[config.mk]
export PLATFORM = sky130hd
export DESIGN_NAME = mul_seq_ctrl
export DESIGN_NICKNAME = d
export VERILOG_FILES = /design/src/rtl/mul_seq_ctrl.sv
export SDC_FILE = /design/constraint.sdc
export NUM_CORES = 1
export LEC_CHECK = 0
export ABC_CLOCK_PERIOD_IN_PS = 6100
export BUFFER_PORTS_ARGS = -buffer_cell sky130_fd_sc_hd__buf_2
export CAP_MARGIN = 5
export CORE_MARGIN = 2
export CORE_UTILIZATION = 30
export CTS_BUF_LIST = sky130_fd_sc_hd__clkbuf_4 sky130_fd_sc_hd__clkbuf_8
export DETAILED_ROUTE_END_ITERATION = 7
export HOLD_SLACK_MARGIN = 0.08
export PLACE_DENSITY = 0.52
export SLEW_MARGIN = 20
export SYNTH_ARGS = -nofsm -noshare
export SYNTH_HDL_FRONTEND = slang
export SYNTH_SLANG_ARGS = --single-unit
[constraint.sdc]
create_clock -name clk -period 6.1 [get_ports clk]
set_input_delay 0.61 -clock clk [delete_from_list [all_inputs] [get_ports clk]]
set_output_delay 0.61 -clock clk [all_outputs]
set_load 0.1 [all_outputs]
[src/rtl/mul_seq_ctrl.sv]
// Shift-and-add multiplier controller that drives a shared external WIDTH-bit adder.
// Optional two's-complement mode when SIGNED_MUL_EN is defined.
module mul_seq_ctrl #(
   parameter int WIDTH = 32,
   parameter int CNT_W = 6
) (
   input  logic             clk,
   input  logic             reset,
   input  logic             start,
   input  logic [WIDTH-1:0] a,
   input  logic [WIDTH-1:0] b,
`ifdef SIGNED_MUL_EN
   input  logic             sgn,
`endif
   output logic             busy,
   output logic             done,
   output logic [WIDTH-1:0] product_hi,
   output logic [WIDTH-1:0] product_lo,
   output logic [WIDTH-1:0] add_a,
   output logic [WIDTH-1:0] add_b,
   input  logic [WIDTH-1:0] add_result
);

   typedef enum logic [1:0] {S_IDLE, S_RUN, S_FIX, S_DONE} state_t;

   state_t           r_state;
   logic [WIDTH-1:0] r_mcand;
   logic [WIDTH-1:0] r_acc_hi;
   logic [WIDTH-1:0] r_acc_lo;
   logic [CNT_W-1:0] r_cnt;
   logic             r_busy;
   logic             r_done;

   logic             w_run;
   logic             w_carry;
   logic             w_last;
   logic [WIDTH-1:0] w_a_mag;
   logic [WIDTH-1:0] w_b_mag;

`ifdef SIGNED_MUL_EN
   logic               r_neg;
   logic [2*WIDTH-1:0] w_neg_prod;

   // Magnitudes come from local negation so the shared adder stays free.
   assign w_a_mag    = (sgn && a[WIDTH-1]) ? ('0 - a) : a;
   assign w_b_mag    = (sgn && b[WIDTH-1]) ? ('0 - b) : b;
   assign w_neg_prod = '0 - {r_acc_hi, r_acc_lo};
`else
   assign w_a_mag = a;
   assign w_b_mag = b;
`endif

   assign w_run   = (r_state == S_RUN);
   // The adder has no carry-out; a wrapped sum is smaller than its addend.
   assign w_carry = (add_result < r_acc_hi);
   assign w_last  = (r_cnt == CNT_W'(WIDTH - 1));

   assign add_a = w_run ? r_acc_hi : '0;
   assign add_b = (w_run && r_acc_lo[0]) ? r_mcand : '0;

   assign busy       = r_busy;
   assign done       = r_done;
   assign product_hi = r_acc_hi;
   assign product_lo = r_acc_lo;

   always_ff @(posedge clk or posedge reset) begin
      if (reset) begin
         r_state  <= S_IDLE;
         r_mcand  <= '0;
         r_acc_hi <= '0;
         r_acc_lo <= '0;
         r_cnt    <= '0;
         r_busy   <= 1'b0;
         r_done   <= 1'b0;
`ifdef SIGNED_MUL_EN
         r_neg    <= 1'b0;
`endif
      end else begin
         case (r_state)
            S_IDLE: begin
               if (start) begin
                  r_mcand  <= w_a_mag;
                  r_acc_hi <= '0;
                  r_acc_lo <= w_b_mag;
                  r_cnt    <= '0;
                  r_busy   <= 1'b1;
                  r_state  <= S_RUN;
`ifdef SIGNED_MUL_EN
                  r_neg    <= sgn & (a[WIDTH-1] ^ b[WIDTH-1]);
`endif
               end
            end
            S_RUN: begin
               {r_acc_hi, r_acc_lo} <= {w_carry, add_result, r_acc_lo[WIDTH-1:1]};
               r_cnt <= r_cnt + CNT_W'(1);
               if (w_last) begin
`ifdef SIGNED_MUL_EN
                  r_state <= S_FIX;
`else
                  r_busy  <= 1'b0;
                  r_done  <= 1'b1;
                  r_state <= S_DONE;
`endif
               end
            end
`ifdef SIGNED_MUL_EN
            S_FIX: begin
               if (r_neg) begin
                  {r_acc_hi, r_acc_lo} <= w_neg_prod;
               end
               r_busy  <= 1'b0;
               r_done  <= 1'b1;
               r_state <= S_DONE;
            end
`endif
            S_DONE: begin
               r_done  <= 1'b0;
               r_state <= S_IDLE;
            end
            default: begin
               r_busy  <= 1'b0;
               r_done  <= 1'b0;
               r_state <= S_IDLE;
            end
         endcase
      end
   end

endmodule

==> results.toml <==
[run_status]
status = "finished, final reports clean"

[route]
drt_wl_total_mm = 15.28
drc = 0
drtIter0Drc = 200
antenna_left = 0
wl_per_cell_um = 15.18
drt-pass1-iter-count = 4
num_vias = 4726
via_per_inst = 4.693

[critical_path]
cp-start-kind = "register"
cp.arrival_ps = 2410
cp_max_fo = 40
end_kind = "primary output"
crit_type = "reg2out"
cp.required_ps = 5490

[cts]
clk_latency_ps = 380
cts_buffers = 9
numClockSinks = 106
hold_buffers = 0
clkSlewWorstSetupHoldPaths_ps = 100
cts-htree-levels = 3
cts_tree = "done"
post_cts_buffers = 0
cts_root_buf = "clkbuf_8"
cts_buffer_depth = 2
ctsResizeCount = 0

[logic_synthesis]
avgSynthCellArea_um2 = 9.431
synth_seq_cells = 106
ys.flop_type = "dfrtp_1"
syn_area_um2 = 5385
ys_types = 39
synth_cells = 571
synth_edf_count = 0
ys_seq_area_frac = 0.4926
yosys_warnings = 0
synth.net_count = 702
async_flop_share = 1.000

[cells_and_area]
seq_area_um2 = 2653
multi_input_area_um2 = 2417
fillers = 1827
finalInstanceArea_um2 = 6863
nets = 911
diodes = 0
stdcell_count = 1007
area_delta_synth_final_pct = 27.44
drive_above_1_share = 0.3657

[place]
place_hpwl_mm = 10.82
postPlaceCellArea_um2 = 6664
port_buffers = 228
placed_cells = 994
place.gp.congestion = 0.7883

[timing]
max_freq_mhz = 331.2
tightestPinTransition_ps = 874.9
slew_viol_final = 0
maxSlewHeadroom = 0.4167
rsz0062_at_grt = "false"
skew_ps = 9.623
tns_ps = 0
fin_crit_sh = 0.4950
setup_viol = 0
finalHoldViolCount = 0
min_period_ps = 3019

[floorplan]
num_io_pins = 229
core-area_um2 = 17420
die_area_um2 = 19040
initial_core_util = 0.3092
die_h_um = 138.0
fp.dieW_um = 138.0
rows = 48

[global_route]
first_global_vias = 4372
overflow = 0
grt_max_degree = 80
grt_pass1_wl_mm = 22.95
antenna_found_initial = 0
track_usage = 0.1548

[flow_run]
drv_cap = 0

[worst_hold_path]
hold_class = "in2async"
[synth_stat cells (3+ instances only)]
cell,instances,share of area
a21oi_1,11,0.010
a22o_1,3,0.0049
a31oi_1,33,0.038
and3_1,32,0.037
and4_1,3,0.0049
buf_2,17,0.016
buf_4,3,0.0042
buf_6,4,0.0084
clkbuf_1,11,0.0077
dfrtp_1,106,0.49
ha_1,32,0.074
inv_1,34,0.024
mux2_2,32,0.067
nand2_1,110,0.077
nand3_1,4,0.0037
nand4_1,4,0.0046
nor2_1,66,0.046
nor3_1,3,0.0028
o21ai_0,30,0.028
o21ai_1,7,0.0065
[layer usage]
metal	share of wire	vias up	track usage
li1	-	2345	-
met1	0.46	2237	0.2127
met2	0.47	124	0.2450
met3	0.048	20	0.02558
met4	0.019	0	0.05839
met5	0	-	0
[state kept, by name, indices dropped and copies added, names as in the netlist]
| name | flops |
|---|---|
| done | 1 |
| r_cnt | 6 |
| r_mcand | 32 |
| product_hi | 32 |
| busy | 1 |
| r_state | 2 |
| product_lo | 32 |
[cell usage in the layout, fill, tap and decap left out, drive strengths merged, types with 2 or more instances in the layout]
master,Yosys,final
a2111oi,2,2
a21o,2,2
a21oi,11,11
a221oi,2,2
a22o,3,3
a31oi,33,33
and2,2,2
and3,32,32
and4,3,3
buf,24,233
bufinv,0,2
clkbuf,11,10
dfrtp,106,106
ha,32,32
inv,35,35
mux2,33,33
nand2,110,110
nand2b,2,2
nand3,4,4
nand4,4,4
nor2,66,66
nor2b,2,2
nor3,3,3
o21a,2,2
o21ai,37,37
o22ai,2,2
[area by class of cell]
class,instances,area share
flip-flops and latches,106,0.3865
multi-input cells,395,0.3522
repair buffers,233,0.1717
well taps,225,0.04102
inverters,35,0.01951
clock buffers,10,0.01914
clock inverters,3,0.009845
[worst max-delay path: stages, from the launching register on]
cell and delay, ps:
dfrtp_1 550, nor2b_4 750, and3_1 280, buf_2 430
[through the flow]
stage | hold WS, ps | setup slack, ps | utilization
CTS | 309.8 | 3046 | 0.3940
finish | 292.0 | 3081 | 0.3940
floorplan | 449.6 | 2701 | -
global placement | 468.1 | 3494 | 0.3826
detailed placement | 472.2 | 3489 | 0.3826
global route | 313.9 | 2881 | 0.3940
[worst paths after layout]
| kind | startpoint | endpoint | slack (ps) | depth (start not counted) |
|---|---|---|---|---|
| setup / recovery | r_state[0]$_DFFE_PP0P_ | add_b[13] | 3080 | 3 |
| hold / removal | reset | r_mcand[5]$_DFFE_PP0P_ | 290 | 2 |
| setup reg to reg | r_state[0]$_DFFE_PP0P_ | product_lo[8]$_DFFE_PP0P_ | 3680 | 4 |
| hold reg to reg | r_mcand[27]$_DFFE_PP0P_ | r_mcand[27]$_DFFE_PP0P_ | 490 | 1 |
| max in group asynchronous | reset | product_hi[4]$_DFFE_PP0P_ | 4580 | 3 |
| min in group clk | a[27] | r_mcand[27]$_DFFE_PP0P_ | 440 | 2 |
[kinds of logic after synthesis]
| kind of cell | Yosys count | synth area share |
|---|---|---|
| and+or+nand+nor | 229 | 0.1863 |
| buffers and inverters | 70 | 0.06041 |
| DFF | 106 | 0.4926 |
| adders and majority gates | 32 | 0.07435 |
| xor gates and xnor gates | 1 | 0.001627 |
| AOI/OAI and AO/OA | 100 | 0.1157 |
| muxes | 33 | 0.06901 |
Power is not shown: default switching activity piles up to over one toggle a cycle in this logic, so the estimate is an artifact.
